$ cat src/rtl/cook_timer.sv
// cook_timer: BCD mm:ss cook countdown behind the oven controller's heat/finish link.
// Ports: clk, nrst (async low), heat, add_min/add_10s/clear pulses; finish, running, ready, BCD digits.
module cook_timer #(
  parameter int TICKS_PER_SEC = 1000
) (
  input  logic       clk,
  input  logic       nrst,
  input  logic       heat,
  input  logic       add_min,
  input  logic       add_10s,
  input  logic       clear,
  output logic       finish,
  output logic       running,
  output logic       ready,
  output logic [3:0] min_tens,
  output logic [3:0] min_ones,
  output logic [3:0] sec_tens,
  output logic [3:0] sec_ones
);

  localparam int PW = $clog2(TICKS_PER_SEC);
  localparam logic [PW-1:0] PMAX = PW'(TICKS_PER_SEC - 1);

  typedef enum logic [2:0] {
    IDLE, SET, RUN, HOLD, DONE
  } state_t;

  typedef struct packed {
    logic [3:0] mt;
    logic [3:0] mo;
    logic [3:0] st;
    logic [3:0] so;
  } tm_t;

  localparam tm_t MAXT = '{mt: 4'd9, mo: 4'd9, st: 4'd5, so: 4'd9};
  localparam tm_t ONE  = '{mt: 4'd0, mo: 4'd0, st: 4'd0, so: 4'd1};

  state_t        state;
  tm_t           t;
  tm_t           t_edit;
  tm_t           t_dec;
  logic [PW-1:0] pres;
  logic          done_q;
  logic          tick;
  logic          do_clr;
  logic          do_add;
  logic          sel_min;
  logic          sel_10s;

  function automatic tm_t inc_min(tm_t x);
    tm_t r;
    r = x;
    if (x.mt == 4'd9 && x.mo == 4'd9) begin
      r = MAXT;
    end else if (x.mo == 4'd9) begin
      r.mo = 4'd0;
      r.mt = x.mt + 4'd1;
    end else begin
      r.mo = x.mo + 4'd1;
    end
    return r;
  endfunction

  function automatic tm_t inc_10s(tm_t x);
    tm_t r;
    r = x;
    if (x.st == 4'd5) begin
      if (x.mt == 4'd9 && x.mo == 4'd9) begin
        r = MAXT;
      end else begin
        r = inc_min(x);
        r.st = 4'd0;
      end
    end else begin
      r.st = x.st + 4'd1;
    end
    return r;
  endfunction

  function automatic tm_t dec_one(tm_t x);
    tm_t r;
    r = x;
    if (x.so != 4'd0) begin
      r.so = x.so - 4'd1;
    end else begin
      r.so = 4'd9;
      if (x.st != 4'd0) begin
        r.st = x.st - 4'd1;
      end else begin
        r.st = 4'd5;
        if (x.mo != 4'd0) begin
          r.mo = x.mo - 4'd1;
        end else begin
          r.mo = 4'd9;
          r.mt = x.mt - 4'd1;
        end
      end
    end
    return r;
  endfunction

  // Edits are only honoured with heat low; the state case
  // below additionally restricts them to IDLE/SET/HOLD.
  assign do_clr  = clear & ~heat;
  assign do_add  = ~heat & ~clear & (add_min | add_10s);
  assign sel_min = add_min & ~clear;
  assign sel_10s = add_10s & ~add_min & ~clear;
  assign tick    = (state == RUN) && (pres == PMAX);
  assign t_dec   = dec_one(t);

  always_comb begin
    t_edit = t;
    unique case (1'b1)
      sel_min: t_edit = inc_min(t);
      sel_10s: t_edit = inc_10s(t);
      default: t_edit = t;
    endcase
  end

  always_ff @(posedge clk or negedge nrst) begin
    if (!nrst) begin
      state  <= IDLE;
      t      <= '0;
      pres   <= '0;
      done_q <= 1'b0;
      finish <= 1'b0;
    end else begin
      // finish fires once, one cycle after DONE is entered
      done_q <= (state == DONE);
      finish <= (state == DONE) && !done_q;
      unique case (state)
        IDLE: begin
          if (heat) begin
            state <= DONE;
            pres  <= '0;
          end else if (do_add) begin
            state <= SET;
            t     <= t_edit;
          end
        end
        SET, HOLD: begin
          if (heat) begin
            state <= RUN;
          end else if (do_clr) begin
            state <= IDLE;
            t     <= '0;
            pres  <= '0;
          end else if (do_add) begin
            t <= t_edit;
          end
        end
        RUN: begin
          // a tick coinciding with heat falling still decrements
          pres <= tick ? '0 : pres + 1'b1;
          if (tick) t <= t_dec;
          if (tick && t == ONE) begin
            state <= DONE;
          end else if (!heat) begin
            state <= HOLD;
          end
        end
        DONE: begin
          pres <= '0;
          if (!heat) state <= IDLE;
        end
        default: state <= IDLE;
      endcase
    end
  end

  assign running  = (state == RUN);
  assign ready    = |t;
  assign min_tens = t.mt;
  assign min_ones = t.mo;
  assign sec_tens = t.st;
  assign sec_ones = t.so;

endmodule

$ cat config.mk
export PLATFORM = sky130hd
export DESIGN_NAME = cook_timer
export DESIGN_NICKNAME = d
export VERILOG_FILES = /design/src/rtl/cook_timer.sv
export SDC_FILE = /design/constraint.sdc
export NUM_CORES = 1
export LEC_CHECK = 0
export CAP_MARGIN = 20
export CORE_MARGIN = 5
export CORE_UTILIZATION = 51
export DETAILED_ROUTE_END_ITERATION = 7
export PLACE_DENSITY = 0.76
export SYNTH_ARGS = -nofsm -noshare
export SYNTH_HDL_FRONTEND = slang
export SYNTH_SLANG_ARGS = --single-unit
$ cat constraint.sdc
create_clock -name clk -period 1.89 [get_ports clk]
set_input_delay 0.189 -clock clk [delete_from_list [all_inputs] [get_ports clk]]
set_output_delay 0.189 -clock clk [all_outputs]
set_load 0.01 [all_outputs]
Word level (Yosys, flattened, before mapping). Cells that the tools add are included.

Bits in registers: 31.

Add/sub/neg operators: 8. Equal/unequal tests: 21. Multiplexer cells: 34. Bitwise logic cells: 10. Reduce and logical (&&, ||, !) cells: 19.

Operators with widths (number): $mux W16 (6); $pmux W16 S3 (1); $mux W10 (4); $pmux W10 S4 (1); $mux W4 (8); $mux W8 (4); $pmux W16 S2 (1); $mux W3 (7); $eq A16 B1 Y1 const B (1); $ne A2 B2 Y1 const B (8); $reduce_bool A4 Y1 (4); $reduce_or A16 Y1 (1); $sub A4 B1 Y4 const B (4); $add A4 B1 Y4 const B (3); $mux W12 (1); $pmux W3 S4 (1); $reduce_and A4 Y1 (3); $add A10 B1 Y10 const B (1); $eq A10 B10 Y1 const B (1); $eq A4 B4 Y1 const B (2); $reduce_and A7 Y1 (1); $and A1 B1 Y1 (6); $eq A3 B2 Y1 const B (2); $ne A3 B3 Y1 const B (2); other kinds (14) (19).

Longest topological paths before layout.
Depth after elaboration: 9. Gate-level depth with buffers: 8.

Worst setup path before layout. Ideal clock, no wire load.

Path type: reg2reg. From: register t, in the netlist sec_tens[0]. To: register t, in the netlist min_ones[0]. Arrival: 1.772 ns. Setup slack: -0.008 ns. Stages on the path, launching flop included: 8. Path buffers: 0. Clock period less this slack: 1.898 ns. Path through: dfrtp_1 inv_1 ha_1 nor3b_2 nand3_2 o21ai_4 o21ai_2 o32a_1.

Longest elaborated chain between the ends: 7. Elaborated cells between the ends (all ways): 11. Those cells by class: eq/ne (2); mux (7); reduce/logical (2).

Ends and longest elaborated chain: start, declared (line 39) `tm_t t;`; start signal, assigned (line 138) `t <= t_edit;`; start signal, assigned (line 149) `t <= t_edit;`; start signal, assigned (line 155) `if (tick) t <= t_dec;`; $eq A4 B3 Y1 (line 67) `if (x.st == 4'd5) begin`; $mux W8 (line 67); $pmux W16 S2 (line 113) `unique case (1'b1)`; $mux W16 (line 136, 148); $mux W16 (line 144) `end else if (do_clr) begin`; $mux W16 (line 142) `if (heat) begin`; $pmux W16 S3 (line 131) `unique case (state)`.

Several ways; a longest one is shown, not always the timed one. The select of a mux whose other input is x is not followed. A chain may end at the register's enable or synchronous reset.

Worst setup path after layout.
From: register t, in the netlist sec_tens[1]. To: register t, in the netlist min_ones[3].

Same word-level chain as after synthesis.

==> flow_summary_export.csv <==
group,metric,value,unit
outcome,outcome,"finished, violations left",
outcome,violations,"setup timing",
placed_design,dp_hpwl,4860,µm
die,die_w,77.6,µm
clock_tree,clkTransAtPathRegs,70,ps
setup_path,critPathCaptureType,"flip-flop",
synth,synth_area,2330,µm²
clock_tree,cts_tree,"yes",
die,fp.dieArea,6020,µm²
sta,skew,8.79,ps
synth,syn-num-nets,293,
synth,synth_edf_count,0,
detailed_routing,via_per_inst,6.02,
die,rows,24,
sta,tns,-51.4,ps
detailed_routing,postRouteAntennaNets,0,
die,start_util,53.2,%
setup_path,path_max_fanout,4,
grt,antenna_found_initial,0,
clock_tree,cts.sink_count,31,
placed_design,globalplace.congestion,0.884,
setup_path,cp-start-kind,"flip-flop",
synth,synth_warnings,0,
detailed_routing,post_drt_wl_per_cell,17.0,µm
finish,drive_gt1_share,33.9,%
grt,grt.total_usage,24.6,%
die,die_h,77.6,µm
synth,syn_avg_cell_area,8.48,µm²
setup_path,crit_required,2060,ps
hold_path,hp-class,"primary input to async pin",
grt,grt_max_degree,32,
sta,hold_violations,0,
setup_path,cp_data_arrival_time,2100,ps
placed_design,io_buffers,24,
synth,ys_ff_latch,31,
clock_tree,ctsHoldBuffers,0,
clock_tree,root_buffer,"clkbuf_8",
grt,overflow,0,
synth,ys_top_cells_by_area,"dfrtp_1 (33%), ha_1 (6.4%), o21ai_0 (5.2%), nor2_1 (4.3%), a21oi_1 (4.3%)",
die,ios,25,
setup_path,critical_path_class,"flip-flop to flip-flop",
pwr,powerDensity,1160,nW/µm²
synth,synth_top_cells_by_count,"dfrtp_1 (31), nor2_1 (27), o21ai_0 (24)",
pwr,peakVddDrop,0.000726,V
pwr,p_leak,1.45,nW
synth,syn_inst,275,
flow_run,drv_cap,0,
clock_tree,clk_latency,290,ps
clock_tree,clockBufferDepth,2,
detailed_routing,drt_iter0_markers,271,
placed_design,postPlaceCellArea,3090,µm²
sta,finalMaxSlewViolations,0,
finish,fin_nets,392,
detailed_routing,drc,0,
sta,fmax,0.520,GHz
detailed_routing,vias,2569,
grt,grt_pass1_wl,12200,µm
synth,synth_top_area_share,33.3,%
synth,synthDistinctLibCells,63,
finish,instances_no_fill,427,
die,core,4380,µm²
synth,synth_ff_type,"dfrtp_1",
finish,diodes,0,
finish,fillCellCount,273,
sta,rsz0062_at_grt,"yes",
synth,yosysSeqAreaShare,33.3,%
grt,grt_pass1_vias,2584,
synth,synth_top_area_cell,"dfrtp_1",
placed_design,dp.cells,408,
sta,worst_slew_pin_slew,406,ps
clock_tree,cts_buffers,5,
clock_tree,htreeDepth,2,
setup_path,reg2reg_depth,9,
finish,final_cell_area,3420,µm²
detailed_routing,dr.pass1.iters,4,
sta,fin_ws,-33.0,ps
detailed_routing,wl,7270,µm
synth,synth-async-reset-ratio,100,%
sta,timing.slew.headroom,72.9,%
sta,period_share,102,%
sta,holdWs,296,ps
finish,area_growth,46.9,%
sta,fin_crit,1920,ps
synth,synth.most_common_cell,"dfrtp_1",
sta,setup_viol,3,
## where the power goes
group	switching (mW)	internal, mW
clock network	0.264	0.332
registers	0.178	0.823
logic	1.14	1.25
## worst max-delay path: stages, from the launching register on
cell and delay [ps]:
dfrtp_1 390, inv_2 120, ha_4 150, nor3b_4 200
buf_4 150, buf_6 120, nand3_4 80, o21ai_4 190
o21ai_2 110, a211o_1 300
## logic make-up (layout without fill, tap and decap cells)
family,after synthesis,after routing,share of synthesized area (%)
AO/OA/AOI/OAI,84,84,24.2
XOR/XNOR,7,7,2.63
adder cells (fa/ha/maj),12,12,6.44
buffers and inverters,25,125,5.05
flip-flops,31,31,33.3
multiplexers,1,1,0.483
AND/OR/NAND/NOR,115,115,28.0
## cell type report
class / count / area [µm²] / area share, %
inverter: 13 / 53.8 / 1.57
sequential: 31 / 776 / 22.7
timing repair buffer: 104 / 850 / 24.8
multi-input combinational: 219 / 1580 / 46.1
clock buffer: 8 / 100 / 2.92
tap: 52 / 65.1 / 1.90
## per-stage QoR
step	setup WS [ps]	total power, mW	utilization [%]
global route	-101	4.26	78.1
floorplan	18.7	2.03	-
CTS	-40.4	3.79	75.2
finish	-33.0	3.99	78.1
global placement	-157	2.99	70.5
detailed placement	-248	3.03	70.5
## placed cells by master (no fill, tap or decap), types with 6 or more instances in the layout
cell type        count
clkdlybuf4s50_1     22
a21oi_1             17
nand2_1             22
o21ai_1              7
buf_4               76
o21ai_0             16
nor3_1              11
clkbuf_8             7
ha_1                 8
xnor2_1              6
dfrtp_1             31
a31oi_1              6
nand3_1              9
nor2_1              24
inv_1               10
## routing by layer
metal / GRT usage, % / wire [µm]
met1: 30.2 / 3030
met3: 5.44 / 290
met2: 41.9 / 3780
met4: 9.62 / 175
met5: 0 / 0
## worst paths after layout
kind	start	end	slack, ps
max	sec_tens[1]	min_ones[3]	-30
min	nrst	min_ones[0]	300
max reg2reg	sec_tens[1]	min_ones[3]	-30
min reg2reg	done_q	finish	420
max in group asynchronous	nrst	pres[7]	1300
min in group clk	done_q	finish	420
## what timing repair did
action / in CTS / in global routing
buffers inserted: 4 / 6
gates resized for setup: 25 / 29
setup endpoints to repair: 19 / 20
gates cloned: 1 / 0
pin swaps: 8 / 16
## sequential cells by signal, indices dropped and copies added (netlist names)
| register | count |
|---|---|
| min_ones | 4 |
| pres | 10 |
| min_tens | 4 |
| sec_ones | 4 |
| finish | 1 |
| sec_tens | 4 |
| state | 3 |
| done_q | 1 |
Power figures use the tool's default switching activity.
